==> src/rtl/traffic_phase_fsm.sv <==
// traffic_phase_fsm: four-way round-robin lamp sequencer with car skipping and emergency pre-empt
module traffic_phase_fsm #(
    parameter int GREEN_SEC  = 10,
    parameter int YELLOW_SEC = 3,
    parameter int ALLRED_SEC = 1,
    parameter int CNT_W      = 8
) (
    input  logic             clk,
    input  logic             rst,
    input  logic             clk_1hz,
    input  logic [3:0]       car_present,
    input  logic             emerg,
    output logic [11:0]      lights,
    output logic [1:0]       active_dir,
    output logic [1:0]       phase,
    output logic [CNT_W-1:0] sec_left
);
    typedef enum logic [1:0] {ALLRED = 2'd0, GREEN = 2'd1, YELLOW = 2'd2} state_t;
    state_t           state, state_n;
    logic [1:0]       dir_n, pick, idx;
    logic [CNT_W-1:0] sec_n;
    logic [11:0]      lights_n;
    logic             clk_1hz_d, hi_at_rst, tick, last;
    // hi_at_rst masks the level that was already high when reset released
    assign tick  = clk_1hz & ~clk_1hz_d & ~hi_at_rst;
    assign last  = sec_left == CNT_W'(1);
    assign phase = state;
    // first waiting approach after the current one; plain round-robin if none wait
    always_comb begin
        pick = active_dir + 2'd1;
        idx  = '0;
        for (int i = 4; i >= 1; i--) begin
            idx = active_dir + 2'(i);
            if (car_present[idx]) pick = idx;
        end
    end
    // next state, countdown and lamp decode
    always_comb begin
        state_n = state;
        dir_n   = active_dir;
        sec_n   = sec_left;
        if (state == GREEN && emerg) begin
            state_n = YELLOW;
            sec_n   = CNT_W'(YELLOW_SEC);
        end else if (tick && !last) begin
            sec_n = sec_left - CNT_W'(1);
        end else if (tick) begin
            unique case (state)
                GREEN: begin
                    state_n = YELLOW;
                    sec_n   = CNT_W'(YELLOW_SEC);
                end
                YELLOW: begin
                    state_n = ALLRED;
                    sec_n   = CNT_W'(ALLRED_SEC);
                end
                default: begin
                    state_n = emerg ? ALLRED : GREEN;
                    sec_n   = emerg ? CNT_W'(ALLRED_SEC) : CNT_W'(GREEN_SEC);
                    dir_n   = emerg ? active_dir : pick;
                end
            endcase
        end
        lights_n = {4{3'b100}};
        if (state_n != ALLRED) lights_n[3*dir_n +: 3] = (state_n == GREEN) ? 3'b001 : 3'b010;
    end
    // state register; reset forces all-red with the clearance count loaded
    always_ff @(posedge clk) begin
        if (rst) begin
            state      <= ALLRED;
            active_dir <= 2'd3;
            sec_left   <= CNT_W'(ALLRED_SEC);
            lights     <= 12'b100_100_100_100;
            clk_1hz_d  <= 1'b0;
            hi_at_rst  <= clk_1hz;
        end else begin
            state      <= state_n;
            active_dir <= dir_n;
            sec_left   <= sec_n;
            lights     <= lights_n;
            clk_1hz_d  <= clk_1hz;
            hi_at_rst  <= hi_at_rst & clk_1hz;
        end
    end
endmodule

==> config.mk <==
export PLATFORM = sky130hd
export DESIGN_NAME = traffic_phase_fsm
export DESIGN_NICKNAME = d
export VERILOG_FILES = /design/src/rtl/traffic_phase_fsm.sv
export SDC_FILE = /design/constraint.sdc
export NUM_CORES = 1
export LEC_CHECK = 0
export BUFFER_PORTS_ARGS = -buffer_cell sky130_fd_sc_hd__clkbuf_2
export CORE_MARGIN = 2
export CORE_UTILIZATION = 40
export CTS_CLUSTER_DIAMETER = 150
export DETAILED_ROUTE_END_ITERATION = 8
export PLACE_DENSITY = 0.62
export SKIP_LAST_GASP = 1
export SLEW_MARGIN = 5
export SYNTH_ARGS = -nofsm -noshare
export SYNTH_HDL_FRONTEND = slang
export SYNTH_SLANG_ARGS = --single-unit
==> constraint.sdc <==
create_clock -name clk -period 3 [get_ports clk]
set_clock_uncertainty 0.2 [all_clocks]
set_input_delay 0.15 -clock clk [delete_from_list [all_inputs] [get_ports clk]]
set_output_delay 0.15 -clock clk [all_outputs]
set_load 0.01 [all_outputs]
# --- Yosys cells after proc, flatten, opt, wreduce, memory -nomap -nowiden ---
# Index checks and enable logic that the tools add are counted.
word_totals:
  out_inout_bits: 24
  regBits: 26
  word_cells: 70
classes:
  shifts: 2
  n_mux: 29
  multipliers: 1
  n_reduce_logical: 9
  bitwise_logic: 9
  eq_ne: 4
  addsub: 5
  magnitude_cmp: 4
ops:
  columns: ["operator", "n"]
  rows:
  - ["4-bit negation with 34-bit output", 1]
  - ["3-bit by 34-bit variable shift with 12-bit output, first input constant", 1]
  - ["3-bit by 34-bit variable part select with 12-bit output", 1]
  - ["2-bit two-way mux", 14]
  - ["8-bit two-way mux", 2]
  - ["2-bit by 3-bit less-than comparator with 1-bit output, second input constant", 4]
  - ["8-bit bitwise AND", 1]
  - ["1-bit binary-select mux with 2-bit select", 4]
  - ["8-bit by 1-bit == test with 1-bit output, second input constant", 1]
  - ["4-bit case mux with 2 select lines", 1]
  - ["8-bit by 1-bit subtractor with 8-bit output, second input constant", 1]
  - ["1-bit two-way mux", 6]
  - ["2-bit OR reduction", 3]
  - ["2-bit adder, second input constant", 2]
  - ["2-bit by 1-bit == test with 1-bit output, second input constant", 2]
  - ["2-bit by 2-bit multiplier with 4-bit output, first input constant", 1]
  - ["4-bit two-way mux", 1]
  - ["4-bit inverter", 1]
  - ["4-bit OR", 1]
  - ["2-bit case mux with 2 select lines", 1]
  - ["2-bit nonzero test", 2]
  - ["1-bit bitwise AND", 3]
  - ["1-bit inverter", 3]
  - ["3-bit nonzero test", 1]
  - ["4 further kinds", 5]

# --- Longest topological paths before layout ---
logic_depth:
  ltp_word: 16
  mapped_depth: 11

# --- Worst setup path before layout ---
# No wires, ideal clock.
synth_timing:
  kind: "reg2reg"
  from: "register state[1] (netlist: phase[1])"
  to: "register lights[7]"
  path_buffers: 0
  arrival_ns: 2.457
  setup_time_ns: 0.078
  path_stages_with_launch: 12
  path_slack_ns: 0.265
  t_required_ns: 2.722
  period_less_slack_ns: 2.735
  cell_sequence: "dfxtp_1 > inv_1 > ha_1 > nor2b_1 > and3_1 > nand2_1 > nor3_2 > nor2_1 > ha_1 > nor3b_1 > o211ai_1 > nor3_1"
synth_between:
  elab_chain_cells: 10
  word_cells_on_any_way: 22
  classes_between: "1 x add/sub; 1 x mul; 3 x eq/ne; 2 x shift; 9 x mux; 2 x bitwise; 4 x reduce/logical"
synth_lines:
  columns: ["element", "line_no", "rtl"]
  rows:
  - ["start, declared", "19", "state_t state, state_n;"]
  - ["start signal, assigned", "77", "state <= state_n;"]
  - ["2-bit by 1-bit == test with 1-bit output / 2-bit == test (equally long branches)", "42, 48", null]
  - ["2-bit OR reduction (no source line)", null, null]
  - ["2-bit two-way mux", "48", "unique case (state)"]
  - ["2-bit two-way mux", "47", "end else if (tick) begin"]
  - ["2-bit two-way mux", "45", "end else if (tick && !last) begin"]
  - ["2-bit two-way mux", "42", "if (state == GREEN && emerg) begin"]
  - ["2-bit by 2-bit multiplier with 4-bit output", "65", "if (state_n != ALLRED) lights_n[3*dir_n +: 3] = (state_n == GREEN) ? 3'b001 : 3'b010;"]
  - ["4-bit negation with 34-bit output", "65", null]
  - ["3-bit by 34-bit variable part select with 12-bit output / 3-bit by 34-bit variable shift with 12-bit output (equally long branches)", "65", null]
  - ["8-bit bitwise AND (no source line)", null, null]
  - ["end signal, assigned", "80", "lights <= lights_n;"]
  - ["end, declared", "13", "output logic [11:0] lights,"]
# Several ways; a longest one is shown, not always the timed one.
# A chain may end at the register's enable or synchronous reset.

# --- Worst setup path after layout ---
layout_timing:
  from: "register state[1] (netlist: phase[1])"
  to: "register lights[6]"
# The elaborated chain is that of the path after synthesis.

==> key figures <==
Status
  – Status: complete, no violations

Pwr
  – Pwr dens: approximately 500 nW/um^2
  – Peak supply drop: ~0.00022 V
  – Leakage Power: slightly above 0.7 nW

Timing
  – Final hold violation count: 0
  – Final Slew Violations: 0
  – Final Cycle Share: between 90% and 100%
  – Sum of negative setup slack: 0 ps
  – Worst-Margin Slew: approximately 600 ps
  – Final Critical Period: roughly 2700 ps
  – Max frequency: approximately 370 MHz
  – Worst hold slack: 48.77 ps
  – Max transition margin: 58.76%
  – Final setup violation count: 0
  – Unrepaired setup endpoints after global routing: no
  – Final worst setup slack: approximately 280 ps

Drt
  – Final ANT Viol Nets: 0
  – Vias per inst: 5.119
  – Total wire length: 2.996 mm
  – DRT met1 WL: 1.416 mm
  – DR WL met2: 1.419 mm
  – WL per Instance: about 13 um
  – Drt first pass iters: 4
  – DRC viols: 0
  – Highest routed layer: met4
  – DR WL met3: around 140 um
  – DR iter-0 viols: 95
  – Vias: 1208

Floorplanning
  – Die Wd: 62.18 um
  – Initial Utilization: slightly above 40%
  – DIE HEIGHT: between 60 and 70 um
  – Rows: 21
  – # IOs: 32
  – DIE AREA: roughly 3900 um^2
  – Total core area: between 3000 and 4000 um^2

Synthesis
  – Ys async rst share: 0%
  – YS warnings: 0
  – Most frequent cell after synthesis: dfxtp_1
  – Syn_area_per_cell: ~9 um^2
  – Post-synth EDFFs: 0
  – Syn_nets: between 150 and 200
  – Seq cells post-synth: 26
  – Most frequent cells after synthesis: dfxtp_1 (26), nand2_1 (18), a21oi_1 (12), nor2_1 (10)
  – Post-synth top area cell: dfxtp_1
  – Sequential area share after synthesis: approximately two fifths
  – Synth top area share: 38.45%
  – Yosys cell types: 42
  – Ys flop type: dfxtp_1
  – Largest cells by area after synthesis: dfxtp_1 (38%), ha_1 (7.4%), nand2_1 (5.0%)
  – Post-Synthesis Cells: roughly 150
  – Mapped cell area: 1354 um^2

Critical path
  – WP buf/inv: 1
  – Flop2flop setup slack: around 280 ps
  – CP peak stage delay: between 300 and 400 ps
  – Critical path's top delay family: simple AND/OR/NAND/NOR gates
  – CP Launch Type: register
  – Worst EP arrival: ~2800 ps
  – Worst r2r src: phase[1]$_SDFF_PP0_
  – CP Class: register to register
  – Slowest stage cell, crit path: dfxtp_1
  – Critical path peak fanout: 7
  – CP required: a little over 3000 ps
  – CP Capture Type: register
  – Reg2Reg Depth: 11
  – Critical-path cell list: inv_1 -> ha_1 -> nor2b_1 -> and3_1 -> nand2_1 -> o21a_2 -> nor2_4 -> ha_2 -> nor3b_1 -> o211ai_1 -> nor3_1
  – R2r endpoint: lights[6]$_SDFF_PP0_

Clocking
  – Clock latency on the worst-skew pair: approximately 320 ps
  – CTS Sinks: 26
  – TritonCTS Buffers: 3
  – CTS tree: yes
  – Clock transition at the registers of the reported paths: about 140 ps
  – Post-CTS setup buffers: 0
  – H-tree depth: 1
  – CTS root buf: clkbuf_4
  – Max Root-Sink Buffers: 2

Min path
  – Hold path depth: 3
  – Worst Hold Path EP: sec_left[0]$_SDFFE_PP1P_
  – Hold_sp: emerg
  – Worst hold path class: primary input to register

Layout
  – Fin cells: 236
  – Nets@finish: between 200 and 250
  – Layout cells sized above 1: 30.53%
  – # diodes: 0
  – Layout area overhead: 25.32%
  – Util after Layout: slightly above 50%
  – Fillers: about 330

Placement
  – PortBufs: 31
  – Worst slack at placement: 196.8 ps
  – DP Cell Count: 229
  – GPL Wtd Cong: between 0.7 and 0.8
  – DP HPWL: between 2 and 2.5 mm

Global routing
  – Total GRT Usage: between 15 and 20%
  – Grt total ovfl: 0
  – Largest net degree at the start of global routing: 16
  – Initial antenna violation count: 0
  – Vias in the first global route: approximately 1200
  – First-pass GRT wire length: around 5.2 mm

Run
  – Max-Cap Viols: 0
==> flip-flops by register name (all words and copies together) (netlist names) <==
| register | count |
|---|---|
| lights | 12 |
| sec_left | 8 |
| active_dir | 2 |
| phase | 2 |
| clk_1hz_d | 1 |
| hi_at_rst | 1 |
==> per-stage QoR <==
step / total power, W / instance area (um^2)
5_1_grt: 0.0009057 / 1697
3_3_place_gp: 0.0006047 / 1600
3_5_place_dp: 0.0006124 / 1600
6_report: 0.0008520 / 1697
4_1_cts: 0.0008559 / 1683
2_1_floorplan: 0.0005377 / 1354
==> layout by cell type, fill, tap and decap left out, types with 3 or more instances in the layout <==
cell type and count:
buf_4 5, nor3b_1 3, dfxtp_1 26, o211ai_1 4
clkbuf_2 31, nor3_1 4, inv_1 5, nor2_1 9
ha_1 7, dlygate4sd3_1 3, clkbuf_4 3, nand2b_1 3
o2111ai_1 6, and3_1 3, nand2_1 18, a21oi_1 11
o21ai_0 8
==> per-layer routing <==
layer  up-vias  track usage, %
met4         0           3.333
met3         2           3.080
li1        629               -
met1       547           20.59
met5         -               0
met2        30           28.53
==> final cells by class <==
class                      instances  area (um^2)  share of cell area, %
clock buffer                       3        22.52                  1.327
clock inverter                     1        30.03                  1.770
inverter                           5        18.77                  1.106
multi-input combinational        116        824.5                  48.60
sequential                        26        520.5                  30.68
tap                               46        57.56                  3.392
timing repair buffer              39        222.7                  13.13
==> tightest hold or removal path, cell delays in order <==
cell and delay, ps:
clkbuf_2 130, a21oi_1 140, o311ai_0 110
==> cell families after synthesis <==
logic type | share of synthesized area, %
AO/OA/AOI/OAI | 20.79
XOR/XNOR | 2.588
adder cells (fa/ha/maj) | 7.394
buffers and inverters | 1.663
flip-flops | 38.45
multiplexers | 1.663
AND/OR/NAND/NOR | 27.45
==> power breakdown <==
group          total, W  switching (W)  internal, W
combinational  0.000228       0.000129    0.0000988
clock          0.000238       0.000103     0.000135
sequential     0.000386      0.0000221     0.000364
total          0.000852       0.000254     0.000598
==> worst max path at each step <==
stage | startpoint | end | slack [ps] | cells after the start
after floorplan | phase[1]$_SDFF_PP0_ | lights[7]$_SDFF_PP0_ | 260 | 11
after global placement | phase[1]$_SDFF_PP0_ | lights[6]$_SDFF_PP0_ | 350 | 11
after detailed placement | phase[1]$_SDFF_PP0_ | lights[6]$_SDFF_PP0_ | 200 | 11
after CTS | phase[1]$_SDFF_PP0_ | lights[6]$_SDFF_PP0_ | 170 | 11
after global routing | phase[1]$_SDFF_PP0_ | lights[6]$_SDFF_PP0_ | 30 | 11
final | phase[1]$_SDFF_PP0_ | lights[6]$_SDFF_PP0_ | 280 | 11
==> what timing repair did <==
item / CTS / global route
setup endpoints to repair: 0 / 3
hold buffers: 3 / 0
resized for setup: 0 / 4
endpoints found under the hold margin: 5 / 0
Power figures use the tool's default switching activity.
